--- src/rtl/gpc_4t_ifetch_pkg.sv ---
// Shared types and sizes for the 4-thread GPC instruction-fetch front end.
package gpc_4t_ifetch_pkg;

  localparam int NUM_THREADS = 4;
  localparam int TID_W       = $clog2(NUM_THREADS);
  localparam int MSB_I_MEM   = 11;
  localparam int ADDR_W      = MSB_I_MEM - 1;

  typedef logic [TID_W-1:0] t_tid;

  typedef struct packed {
    logic        vld;
    t_tid        tid;
    logic [31:0] pc;
    logic [31:0] inst;
  } t_fetch_pkt;

  // Word address seen by the i-mem port; PC bits above MSB_I_MEM simply wrap.
  function automatic logic [ADDR_W-1:0] word_addr(input logic [31:0] pc);
    return ADDR_W'(pc >> 2);
  endfunction

endpackage

--- src/rtl/gpc_4t_ifetch_if.sv ---
// Bundle of fetch-unit control, i-mem port a and decode-side signals.
interface gpc_4t_ifetch_if;
  import gpc_4t_ifetch_pkg::*;

  logic [NUM_THREADS-1:0]    thread_en;
  logic [32*NUM_THREADS-1:0] thread_rst_pc;
  logic                      redirect_valid;
  t_tid                      redirect_tid;
  logic [31:0]               redirect_pc;
  logic                      stall;
  logic [ADDR_W-1:0]         imem_address;
  logic                      imem_rden;
  logic [31:0]               imem_q;
  logic                      inst_valid;
  t_tid                      inst_tid;
  logic [31:0]               inst_pc;
  logic [31:0]               instruction;

  modport master (
    input  thread_en, thread_rst_pc, redirect_valid, redirect_tid, redirect_pc,
    input  stall, imem_q,
    output imem_address, imem_rden, inst_valid, inst_tid, inst_pc, instruction
  );

  modport slave (
    output thread_en, thread_rst_pc, redirect_valid, redirect_tid, redirect_pc,
    output stall, imem_q,
    input  imem_address, imem_rden, inst_valid, inst_tid, inst_pc, instruction
  );

endinterface

--- src/rtl/gpc_4t_ifetch_rr_arb.sv ---
// Round-robin thread picker: grants the first requester after 'last', wrapping.
module gpc_4t_rr_arb
  import gpc_4t_ifetch_pkg::*;
(
  input  logic [NUM_THREADS-1:0] req,
  input  t_tid                   last,
  output t_tid                   gnt_tid,
  output logic                   gnt_vld
);

  t_tid idx;

  // Scan from last+1 around to last itself; the first requester found wins.
  always_comb begin
    gnt_tid = '0;
    gnt_vld = 1'b0;
    idx     = '0;
    for (int i = 1; i <= NUM_THREADS; i++) begin
      idx = last + t_tid'(i);
      if (!gnt_vld && req[idx]) begin
        gnt_vld = 1'b1;
        gnt_tid = idx;
      end
    end
  end

endmodule

--- src/rtl/gpc_4t_ifetch.sv ---
// Instruction-fetch front end: per-thread PCs, round-robin issue to a
// registered-output i-mem, one-cycle delivery with a stall hold buffer.
module gpc_4t_ifetch
  import gpc_4t_ifetch_pkg::*;
(
  input logic             clock,
  input logic             rst,
  gpc_4t_ifetch_if.master bus
);

  logic [31:0]            pc [NUM_THREADS];
  t_tid                   rr_last;
  logic                   f2_vld;
  t_tid                   f2_tid;
  logic [31:0]            f2_pc;
  logic                   hold_vld;
  logic [31:0]            hold_q;

  logic [NUM_THREADS-1:0] cand;
  t_tid                   sel;
  logic                   sel_vld;
  logic                   kill;
  logic                   inst_valid_int;
  logic                   stall_eff;
  logic                   issue;
  t_fetch_pkt             out_pkt;

  // A thread being redirected this cycle is not a fetch candidate.
  always_comb begin
    cand = '0;
    for (int t = 0; t < NUM_THREADS; t++) begin
      cand[t] = bus.thread_en[t] &
                ~(bus.redirect_valid && (bus.redirect_tid == t_tid'(t)));
    end
  end

  gpc_4t_rr_arb u_arb (
    .req     (cand),
    .last    (rr_last),
    .gnt_tid (sel),
    .gnt_vld (sel_vld)
  );

  // Issue/deliver decisions; a stall only bites when something is on offer.
  always_comb begin
    kill           = bus.redirect_valid && (bus.redirect_tid == f2_tid);
    inst_valid_int = f2_vld & ~kill & ~rst;
    stall_eff      = bus.stall & inst_valid_int;
    issue          = sel_vld & ~stall_eff & ~rst;
    out_pkt        = '0;
    if (!rst) begin
      out_pkt.vld  = inst_valid_int;
      out_pkt.tid  = f2_tid;
      out_pkt.pc   = f2_pc;
      out_pkt.inst = hold_vld ? hold_q : bus.imem_q;
    end
  end

  assign bus.imem_rden    = issue;
  assign bus.imem_address = word_addr(pc[sel]);
  assign bus.inst_valid   = out_pkt.vld;
  assign bus.inst_tid     = out_pkt.tid;
  assign bus.inst_pc      = out_pkt.pc;
  assign bus.instruction  = out_pkt.inst;

  // Per-thread PCs: a redirect wins over the post-issue increment.
  always_ff @(posedge clock) begin
    if (rst) begin
      for (int t = 0; t < NUM_THREADS; t++)
        pc[t] <= bus.thread_rst_pc[32*t +: 32] & 32'hFFFF_FFFC;
    end else begin
      for (int t = 0; t < NUM_THREADS; t++) begin
        if (bus.redirect_valid && (bus.redirect_tid == t_tid'(t)))
          pc[t] <= bus.redirect_pc & 32'hFFFF_FFFC;
        else if (issue && (sel == t_tid'(t)))
          pc[t] <= pc[t] + 32'd4;
      end
    end
  end

  // Round-robin pointer and the F2 slot; F2 freezes while decode stalls.
  always_ff @(posedge clock) begin
    if (rst) begin
      rr_last <= t_tid'(NUM_THREADS - 1);
      f2_vld  <= 1'b0;
      f2_tid  <= '0;
      f2_pc   <= '0;
    end else if (issue) begin
      rr_last <= sel;
      f2_vld  <= 1'b1;
      f2_tid  <= sel;
      f2_pc   <= pc[sel];
    end else if (!stall_eff) begin
      f2_vld  <= 1'b0;
    end
  end

  // Capture the memory word on the first stall cycle since its output drops with rden.
  always_ff @(posedge clock) begin
    if (rst) begin
      hold_vld <= 1'b0;
      hold_q   <= '0;
    end else begin
      hold_vld <= stall_eff;
      if (stall_eff && !hold_vld)
        hold_q <= bus.imem_q;
    end
  end

endmodule

--- src/flat_wrapper.sv ---
// flat-port wrapper written by rule: the top's interface ports become plain ports
module gpc_4t_ifetch_flat import gpc_4t_ifetch_pkg::*;
  (clock, rst, bus_thread_en, bus_thread_rst_pc, bus_redirect_valid, bus_redirect_tid, bus_redirect_pc, bus_stall, bus_imem_q, bus_imem_address, bus_imem_rden, bus_inst_valid, bus_inst_tid, bus_inst_pc, bus_instruction);
  gpc_4t_ifetch_if bus_i ();
  input logic clock;
  input logic rst;
  input wire logic [$bits(bus_i.thread_en)-1:0] bus_thread_en;
  input wire logic [$bits(bus_i.thread_rst_pc)-1:0] bus_thread_rst_pc;
  input wire logic [$bits(bus_i.redirect_valid)-1:0] bus_redirect_valid;
  input wire logic [$bits(bus_i.redirect_tid)-1:0] bus_redirect_tid;
  input wire logic [$bits(bus_i.redirect_pc)-1:0] bus_redirect_pc;
  input wire logic [$bits(bus_i.stall)-1:0] bus_stall;
  input wire logic [$bits(bus_i.imem_q)-1:0] bus_imem_q;
  output wire logic [$bits(bus_i.imem_address)-1:0] bus_imem_address;
  output wire logic [$bits(bus_i.imem_rden)-1:0] bus_imem_rden;
  output wire logic [$bits(bus_i.inst_valid)-1:0] bus_inst_valid;
  output wire logic [$bits(bus_i.inst_tid)-1:0] bus_inst_tid;
  output wire logic [$bits(bus_i.inst_pc)-1:0] bus_inst_pc;
  output wire logic [$bits(bus_i.instruction)-1:0] bus_instruction;
  assign bus_i.thread_en = bus_thread_en;
  assign bus_i.thread_rst_pc = bus_thread_rst_pc;
  assign bus_i.redirect_valid = bus_redirect_valid;
  assign bus_i.redirect_tid = bus_redirect_tid;
  assign bus_i.redirect_pc = bus_redirect_pc;
  assign bus_i.stall = bus_stall;
  assign bus_i.imem_q = bus_imem_q;
  assign bus_imem_address = bus_i.imem_address;
  assign bus_imem_rden = bus_i.imem_rden;
  assign bus_inst_valid = bus_i.inst_valid;
  assign bus_inst_tid = bus_i.inst_tid;
  assign bus_inst_pc = bus_i.inst_pc;
  assign bus_instruction = bus_i.instruction;
  gpc_4t_ifetch u_core (.clock(clock), .rst(rst), .bus(bus_i));
endmodule
--- config.mk ---
export PLATFORM = sky130hd
export DESIGN_NAME = gpc_4t_ifetch_flat
export DESIGN_NICKNAME = d
export VERILOG_FILES = /design/src/rtl/gpc_4t_ifetch_pkg.sv /design/src/rtl/gpc_4t_ifetch_if.sv /design/src/rtl/gpc_4t_ifetch_rr_arb.sv /design/src/rtl/gpc_4t_ifetch.sv /design/src/flat_wrapper.sv
export SDC_FILE = /design/constraint.sdc
export NUM_CORES = 1
export LEC_CHECK = 0
export ABC_CLOCK_PERIOD_IN_PS = 3600
export CAP_MARGIN = 25
export CELL_PAD_IN_SITES_DETAIL_PLACEMENT = 1
export CELL_PAD_IN_SITES_GLOBAL_PLACEMENT = 1
export CORE_ASPECT_RATIO = 1.5
export CORE_MARGIN = 2
export CORE_UTILIZATION = 25
export CTS_CLUSTER_DIAMETER = 30
export DETAILED_ROUTE_END_ITERATION = 10
export PLACE_DENSITY_LB_ADDON = 0.1
export SLEW_MARGIN = 25
export SYNTH_ARGS = -nofsm -noshare
export SYNTH_HDL_FRONTEND = slang
export SYNTH_SLANG_ARGS = --single-unit
--- constraint.sdc ---
create_clock -name clock -period 3.6 [get_ports clock]
set_clock_uncertainty 0.1 [all_clocks]
set_input_delay 0.9 -clock clock [delete_from_list [all_inputs] [get_ports clock]]
set_output_delay 0.9 -clock clock [all_outputs]
set_load 0.005 [all_outputs]
* Word-level counts from Yosys, hierarchy flattened
Memory sizes are Yosys's and may differ from the RTL's.
Cells that the tools add are included.
** Word-level totals
- Bits in registers :: 70
- Latch bits :: 0
- Bits in writable memories :: 128
- Bits in read-only memories :: 0
- Input port bits :: 202
- Output and inout port bits :: 78
- Word-level logic and storage cells :: 127
- Memories :: 1
** Memory list
- u_core.pc :: words 4, bits a word 32, rd ports 5, clocked after Yosys merged registers in 0, wr ports 4, line gpc_4t_ifetch.sv:11 : logic [31:0] pc [NUM_THREADS];
** Operators by class
- Add/subtract/negate cells :: 7
- Multipliers :: 0
- Divide/modulo/power cells :: 0
- Magnitude comparators :: 4
- Eq/ne operators :: 8
- Shift operators :: 0
- Mux-type cells :: 58
- Bitwise operators :: 24
- Reduce and logical (&&, ||, !) cells :: 19
** Operators with widths (count)
- two-way mux 32 bit :: 9
- adder 32 x 3 -> 32 bit, second input constant :: 4
- two-way mux 67 bit :: 1
- two-way mux 1 bit :: 40
- logical AND 1 bit :: 13
- less-than comparator 2 x 3 -> 1 bit, second input constant :: 4
- bitwise AND 1 bit :: 9
- binary-select mux 1 bit (select 2 bit) :: 4
- == test 2 bit, second input constant :: 4
- two-way mux 2 bit :: 4
- OR 1 bit :: 8
- inverter 1 bit :: 7
- adder 2 bit, second input constant :: 2
- == test 2 x 1 -> 1 bit, second input constant :: 2
- zero test 1 bit :: 4
- zero test 2 bit :: 2
- adder 2 x 1 -> 2 bit, second input constant :: 1
- == test 2 bit :: 1
- inequality test 2 bit, second input constant :: 1

* Logic depth before layout (Yosys ltp)
Gate-level depths: netlist (run 1).
- Word-level depth :: 24
- Gate-level depth with buffers :: 11
- Mapped depth without buffers :: 8

* Modules after synthesis
A second synthesis (run 1) with hierarchy kept.
** Second synthesis, totals
- Cell total of the unflattened synthesis :: 1230
- Area, all modules :: 12241.7 um^2
** Modules (own cells, without submodules)
- gpc_4t_ifetch :: instances 1, cells each 1216, area each 12150.4 um^2, seq. area each 4964.8 um^2
- gpc_4t_rr_arb :: instances 1, cells each 14, area each 91.3 um^2, seq. area each 0.0 um^2

* Worst setup path after synthesis (run 1)
Ideal clock, no wire load.
- Path kind :: in2out
- Start point :: in bus_redirect_tid[0]
- End point :: out bus_imem_address[0]
- Arrival time :: 2591 ps
- Required time :: 2600 ps
- Slack :: 9 ps
- Stages on the path :: 9
- Buffers on the path :: 4
- Cells stage by stage :: buf_2 buf_2 a211o_1 a21o_1 a211oi_2 buf_4 buf_6 mux2i_1 mux2i_1
** On the way
- Longest elaborated chain between the ends :: 17
- Elaborated cells between the ends (all ways) :: 38
- Classes of those cells :: eq/ne (3); mux (15); bitwise (8); reduce/logical (11); memory (1)
** Ends and longest elaborated chain
- start: declaration :: line flat_wrapper.sv:10 : input wire logic [$bits(bus_i.redirect_tid)-1:0] bus_redirect_tid;
- == test 2 x 1 -> 1 bit, or another cell as far along :: line gpc_4t_ifetch.sv:33 : ~(bus.redirect_valid && (bus.redirect_tid == t_tid'(t)));
- logical AND 1 bit :: line gpc_4t_ifetch.sv:33
- inverter 1 bit :: line gpc_4t_ifetch.sv:33
- bitwise AND 1 bit :: line gpc_4t_ifetch.sv:32 : cand[t] = bus.thread_en[t] &
- binary-select mux 1 bit (select 2 bit) :: line gpc_4t_ifetch_rr_arb.sv:20 : if (!gnt_vld && req[idx]) begin
- two-way mux 1 bit (not written as such) :: line gpc_4t_ifetch_rr_arb.sv:20
- two-way mux 1 bit :: line gpc_4t_ifetch_rr_arb.sv:20
- zero test 1 bit :: line gpc_4t_ifetch_rr_arb.sv:20
- logical AND 1 bit :: line gpc_4t_ifetch_rr_arb.sv:20
- two-way mux 1 bit :: line gpc_4t_ifetch_rr_arb.sv:20
- zero test 1 bit :: line gpc_4t_ifetch_rr_arb.sv:20
- logical AND 1 bit :: line gpc_4t_ifetch_rr_arb.sv:20
- two-way mux 1 bit :: line gpc_4t_ifetch_rr_arb.sv:20
- zero test 1 bit :: line gpc_4t_ifetch_rr_arb.sv:20
- logical AND 1 bit :: line gpc_4t_ifetch_rr_arb.sv:20
- two-way mux 2 bit * :: line gpc_4t_ifetch_rr_arb.sv:20
- memory (4 x 32 bit) *
- end: declaration :: line flat_wrapper.sv:14 : output wire logic [$bits(bus_i.imem_address)-1:0] bus_imem_address;
Mark *: on every way between the ends. The rest lies on a longest branch, timed or not. The select of a mux whose other input is x is not followed.

* Worst setup path in the final report (run 1)
- Start point :: in bus_redirect_valid
- End point :: out bus_imem_address[0]
** On the way
- Longest elaborated chain between the ends :: 16
- Elaborated cells between the ends (all ways) :: 34
- Classes of those cells :: mux (15); bitwise (8); reduce/logical (10); memory (1)
** Ends and longest elaborated chain
- start: declaration :: line flat_wrapper.sv:9 : input wire logic [$bits(bus_i.redirect_valid)-1:0] bus_redirect_valid;
- logical AND 1 bit :: line gpc_4t_ifetch.sv:33
- inverter 1 bit :: line gpc_4t_ifetch.sv:33
- bitwise AND 1 bit :: line gpc_4t_ifetch.sv:32
- binary-select mux 1 bit (select 2 bit) :: line gpc_4t_ifetch_rr_arb.sv:20
- two-way mux 1 bit (not written as such) :: line gpc_4t_ifetch_rr_arb.sv:20
- two-way mux 1 bit :: line gpc_4t_ifetch_rr_arb.sv:20
- zero test 1 bit :: line gpc_4t_ifetch_rr_arb.sv:20
- logical AND 1 bit :: line gpc_4t_ifetch_rr_arb.sv:20
- two-way mux 1 bit :: line gpc_4t_ifetch_rr_arb.sv:20
- zero test 1 bit :: line gpc_4t_ifetch_rr_arb.sv:20
- logical AND 1 bit :: line gpc_4t_ifetch_rr_arb.sv:20
- two-way mux 1 bit :: line gpc_4t_ifetch_rr_arb.sv:20
- zero test 1 bit :: line gpc_4t_ifetch_rr_arb.sv:20
- logical AND 1 bit :: line gpc_4t_ifetch_rr_arb.sv:20
- two-way mux 2 bit * :: line gpc_4t_ifetch_rr_arb.sv:20
- memory (4 x 32 bit) *
Marks and branches as above.

==> impl_metrics.tcl, run 1 <==
set metrics [dict create \
    first_global_vias 12100 \
    antenna_found_initial 0 \
    peakVddDrop_mv 0.392 \
    place_inst 2222 \
    wl_met3_um 1940 \
    routed_wl_um 53200 \
    violations "negative setup slack" \
    power.internal_uw 4540 \
    finalSetupViolCount 10 \
    cts_tree "done" \
    fin_cells 2288 \
    syn_area_per_cell_um2 9.10 \
    clkPwrFrac_pct 27.6 \
    dpl_cell_area_mm2 0.0163 \
    die_width_um 184 \
    synth_edf_count 120 \
    dp_hpwl_um 41800 \
    rsz0062_at_grt "true" \
    worstSetupEndpointType "primary output" \
    design_area_mm2 0.0172 \
    gp_congestion 0.873 \
    maxSlewViolCount 0 \
    switchingPower_uw 2240 \
    async_flop_share_pct 0 \
    cp.arrival_ns 2.89 \
    power.share.sequential_pct 43.2 \
    clk_latency_ns 0.46 \
    synth.distinct_cells 56 \
    yosysWarnings 0 \
    wl_met1_um 19700 \
    finalCritPeriodShare_pct 108 \
    layout_common_cells "clkdlybuf4s50_1 (247), nand2_1 (176), mux2i_1 (158)" \
    core-area_mm2 0.0483 \
    wl_per_cell_um 23.3 \
    n_antenna_cell 0 \
    drc 0 \
    io_pins 280 \
    drv_cap 0 \
    cts_hold_buf 0 \
    final_common_cell "clkdlybuf4s50_1" \
    worst_pin_slew_ns 0.715 \
    clk_path_buf_depth 2 \
    clock_sinks 188 \
    grt.overflow.total 0 \
    groute.usage.overall_pct 21.2 \
    power.combinational.fraction_pct 29.2 \
    hold_violations 0 \
    drive_above_1_share_pct 13.9 \
    num_vias 11200 \
    initialDrtViolationCount 504 \
    cts-root-buf "clkbuf_16" \
    floorplan.initialDensity_pct 25.2 \
    fin_nets 1875 \
    numCtsBuffers 17 \
    seq_area_frac_synth_pct 40.8 \
    syn_area_mm2 0.0122 \
    hp-class "reg2reg" \
    critPathLaunchType "input port" \
    htree_levels 4 \
    clkTransAtPathRegs_ns 0.07 \
    worstSetupPathType "in2out" \
    ant_nets 0 \
    port_buffers 267 \
    die_y_um 274 \
    grt_start_max_net_pins 57 \
    ys_ff_latch 188 \
    syn_inst 1337 \
    syn2layout_area_growth_pct 41.4 \
    critPathRequiredTime_ns 2.60 \
    vias_per_cell 4.92 \
    crit_start "bus_redirect_valid" \
    die-area_mm2 0.0505 \
    min_from "u_core.hold_q[2]" \
    ys.flop_type "edfxtp_1" \
    grt_pass1_wl_um 78000 \
    timing.fmax_mhz 257 \
    setup_slack_ns -0.293 \
    p_leak_uw 0.00639 \
    layout_min_cycle_time_ns 3.89 \
    p_per_area_mw_per_mm2 394 \
    r2r_start "u_core.rr_last[0]" \
    swShare_pct 33.0 \
    slew_headroom_pct 51.9 \
    num_rows 99 \
    top_layer "met4" \
    wl_met2_um 29400 \
    status "finished, violations left" \
    crit_fanout 7 \
    first_pass_iters 6 \
]
per-stage QoR:
step | hold slack, ns | TNS, ns | setup slack [ns] | power [uW] | util [%]
2_1_floorplan | 0.336 | 0 | 0.00912 | 3750 | -
4_1_cts | 0.360 | -2.11 | -0.250 | 6840 | 35.5
3_5_place_dp | 0.349 | -123.88 | -0.985 | 4860 | 33.7
5_1_grt | 0.377 | -3.16 | -0.348 | 7100 | 35.6
6_report | 0.358 | -2.42 | -0.293 | 6780 | 35.6
3_3_place_gp | 0.342 | -119.48 | -0.974 | 4850 | 33.7
flip-flops by register name, summed over array words and instances, names as in the netlist:
signal	flops
u_core.f2_vld	1
u_core.f2_pc	30
u_core.hold_vld	1
u_core.pc	120
u_core.hold_q	32
u_core.rr_last	2
u_core.f2_tid	2
what timing repair did:
item	in CTS	in global routing
gates cloned	2	0
resized for setup	89	11
setup buffers	26	6
pin swaps	9	6
endpoints found under the setup margin	104	11
kinds of logic (layout without fill, tap and decap cells):
logic type | Yosys count | in the layout | share of synthesized area [%]
xor gates and xnor gates | 114 | 114 | 8.21
DFF | 188 | 188 | 40.8
other | 1 | 2 | 0.0308
and+or+nand+nor | 495 | 495 | 18.7
AOI/OAI and AO/OA | 251 | 251 | 13.1
muxes | 182 | 182 | 15.1
buffers and inverters | 102 | 446 | 3.58
adders and majority gates | 4 | 4 | 0.411
path summary, 6_finish.rpt:
kind,to,slack (ns),cells after the start
worst max-delay path,bus_imem_address[0],-0.29,10
worst min-delay path,u_core.hold_q[2],0.36,2
worst max register to register,u_core.pc[0][25],0.41,14
worst min register to register,u_core.hold_q[2],0.36,2
metal layers:
layer	up-vias	track usage (%)
li1	5448	-
met1	5436	22.5
met2	296	41.4
met3	69	3.02
met4	0	8.53
met5	-	0
power by group through the flow:
stage               clock network, uW  logic, uW  registers [uW]
global placement                    0       1880            2970
CTS                              1920       1980            2930
detailed placement                  0       1890            2970
global route                     1980       2150            2960
finish                           1870       1980            2930
floorplan                           0        924            2830
Yosys cell counts (2+ instances only):
master,number,share of area [%]
edfxtp_1,120,30
xnor2_1,51,3.7
a21boi_1,2,0.12
inv_1,17,0.52
nand4_1,22,1.1
or3_1,4,0.21
o21ai_0,69,2.8
nor2b_1,34,1.7
mux2_2,15,1.4
a21o_1,5,0.31
clkbuf_1,50,1.5
a211oi_1,10,0.62
nand3_1,43,1.8
a22o_1,3,0.22
o22ai_1,3,0.15
o21ai_1,8,0.33
o32a_1,10,0.82
nor3b_1,2,0.12
a2111oi_2,2,0.25
and3_1,35,1.8
nor4_1,2,0.10
o21bai_1,6,0.37
ha_1,4,0.41
or2_2,3,0.15
nor3_1,6,0.25
nor2_2,2,0.10
and2_1,4,0.21
mux2i_1,166,14
xor2_1,63,4.5
buf_1,6,0.19
dfxtp_1,68,11
a211o_1,5,0.36
nor2_1,140,4.3
nand2_1,178,5.5
a221o_1,15,1.2
a221oi_1,16,1.2
and2_0,2,0.10
and4_1,7,0.50
a221oi_2,2,0.25
nand2b_1,6,0.31
buf_2,24,0.99
buf_4,4,0.25
a21oi_1,90,3.7
critical path, cell delays in order:
cell      delay [ns]
buf_6           0.09
and2b_2         0.20
a211o_1         0.32
a21o_1          0.24
a211oi_4        0.35
buf_12          0.17
buf_6           0.11
mux2i_2         0.23
mux2i_1         0.13
buf_2           0.15
final cells by class:
cell class,count,area [um^2]
clock buffer,18,429
clock inverter,14,113
fill,5588,31100
inverter,17,63.8
multi-input combinational,1048,6960
sequential,188,4970
tap,606,758
timing repair buffer,397,3920
Note: power is estimated with default switching activity, not from simulation.
==> inputs of run 2 (changes only) <==
- ABC_CLOCK_PERIOD_IN_PS: 3600 -> 4700
- REMOVE_ABC_BUFFERS: default -> 1
- clock period: 3.6 -> 4.7 ns (I/O delays scaled with it)
==> impl_metrics.tcl, run 2 (synthesis gave the netlist of run 1 again) <==
set metrics [dict create \
    finalSetupViolCount 0 \
    io_pins 280 \
    antenna_found_initial 3 \
    gp_congestion 0.815 \
    drv_cap 0 \
    critPathRequiredTime_ns 3.42 \
    routed_wl_um 53300 \
    ant_nets 0 \
    top_usage_layer "met2" \
    core-area_mm2 0.0483 \
    htree_levels 4 \
    worstSetupEndpointType "primary output" \
    hold_ws_ns 0.355 \
    drc 0 \
    rsz0062_at_grt "false" \
    drive_above_1_share_pct 10.6 \
    port_buffers 267 \
    use_met1_pct 21.9 \
    p_leak_uw 0.00618 \
    syn2layout_area_growth_pct 37.7 \
    status "completed" \
    min_from "u_core.hold_q[10]" \
    crit_start "bus_redirect_tid[1]" \
    clk_latency_ns 0.46 \
    grt.overflow.total 0 \
    fin_nets 1833 \
    numCtsBuffers 17 \
    layout_min_cycle_time_ns 4.63 \
    first_pass_iters 5 \
    dp_hpwl_um 41400 \
    cts-root-buf "clkbuf_16" \
    worstSetupPathType "in2out" \
    reg_top3 "u_core.pc: 120 flops, u_core.hold_q: 32 flops, u_core.f2_pc: 30 flops" \
    hp-class "reg2reg" \
    p_per_area_mw_per_mm2 312 \
    finalCritPeriodShare_pct 98.6 \
    cts_hold_buf 0 \
    die_y_um 274 \
    largest_register_ffs 120 \
    num_vias 11100 \
    clk_path_buf_depth 2 \
    design_area_mm2 0.0167 \
    layout_common_cells "clkdlybuf4s50_1 (249), nand2_1 (177), mux2i_1 (159)" \
    r2r_start "u_core.rr_last[0]" \
    cp.arrival_ns 3.36 \
    met3_usage_pct 3.98 \
    grt_pass1_wl_um 77100 \
    floorplan.initialDensity_pct 25.2 \
    initialDrtViolationCount 431 \
    peakVddDrop_mv 0.264 \
    final_common_cell "clkdlybuf4s50_1" \
    cts_tree "done" \
    hold_violations 0 \
    die_width_um 184 \
    clkTransAtPathRegs_ns 0.07 \
    grt_start_max_net_pins 61 \
    top_register "u_core.pc" \
    worst_pin_slew_ns 0.955 \
    timing.fmax_mhz 216 \
    num_rows 99 \
    critPathLaunchType "input port" \
    dpl_cell_area_mm2 0.0159 \
    crit_fanout 6 \
    wl_per_cell_um 23.8 \
    n_antenna_cell 0 \
    slew_headroom_pct 36.3 \
    groute.usage.overall_pct 21.1 \
    die-area_mm2 0.0505 \
    first_global_vias 11900 \
    clock_sinks 188 \
    globalRouteMet2Util_pct 40.3 \
    vias_per_cell 4.93 \
    maxSlewViolCount 0 \
]
run 2: cell type report:
type                       instances  area (um^2)
inverter                          17         63.8
timing repair buffer             355         3460
clock inverter                    14          169
multi-input combinational       1048         6910
tap                              606          758
sequential                       188         4970
clock buffer                      17          425
fill                            5605        31600
run 2: critical path: stages:
cell and delay [ns]:
dlygate4sd2_1 0.24, buf_4 0.16, buf_6 0.14, and3_4 0.18, o21ai_4 0.16, nor3b_2 0.07, buf_4 0.14, a211oi_4 0.28
buf_12 0.17, buf_4 0.12, mux2i_2 0.24, mux2i_1 0.13, buf_2 0.15
run 2: what timing repair did:
action	in CTS	in global routing
endpoints found under the setup margin	10	10
pin swaps	5	1
resized for setup	45	13
gates cloned	1	0
buffers inserted	19	1
run 2: path summary, 6_finish.rpt:
check                           cells after the start  slack (ns)             endpoint
worst max-delay path                               13        0.07  bus_imem_address[7]
worst min-delay path                                2        0.36    u_core.hold_q[10]
worst min register to register                      2        0.36    u_core.hold_q[10]
worst max register to register                     14        1.63     u_core.pc[2][18]
run 2: routing by layer:
metal | part of all wire, % | wire length (um) | vias up
li1 | - | - | 5369
met1 | 37 | 20000 | 5339
met2 | 53 | 28400 | 301
met3 | 4.7 | 2530 | 60
met4 | 4.6 | 2440 | 6
met5 | 0.082 | 44 | -
run 2: report_power, final:
| group | internal [uW] | switching, uW |
|---|---|---|
| registers | 2010 | 232 |
| logic | 706 | 711 |
| clock network | 837 | 732 |
run 2: metrics by stage:
step | setup TNS, ns | setup WS [ns] | cells | util, % | total power, uW
global route | 0 | 0.00544 | 2245 | 34.7 | 5480
global placement | -3.79 | -0.437 | 2193 | 33.0 | 3640
floorplan | -122.91 | -1.03 | 1253 | - | 2840
detailed placement | -3.85 | -0.455 | 2193 | 33.0 | 3660
CTS | 0 | 0.00108 | 2244 | 34.6 | 5280
finish | 0 | 0.0664 | 2245 | 34.7 | 5220
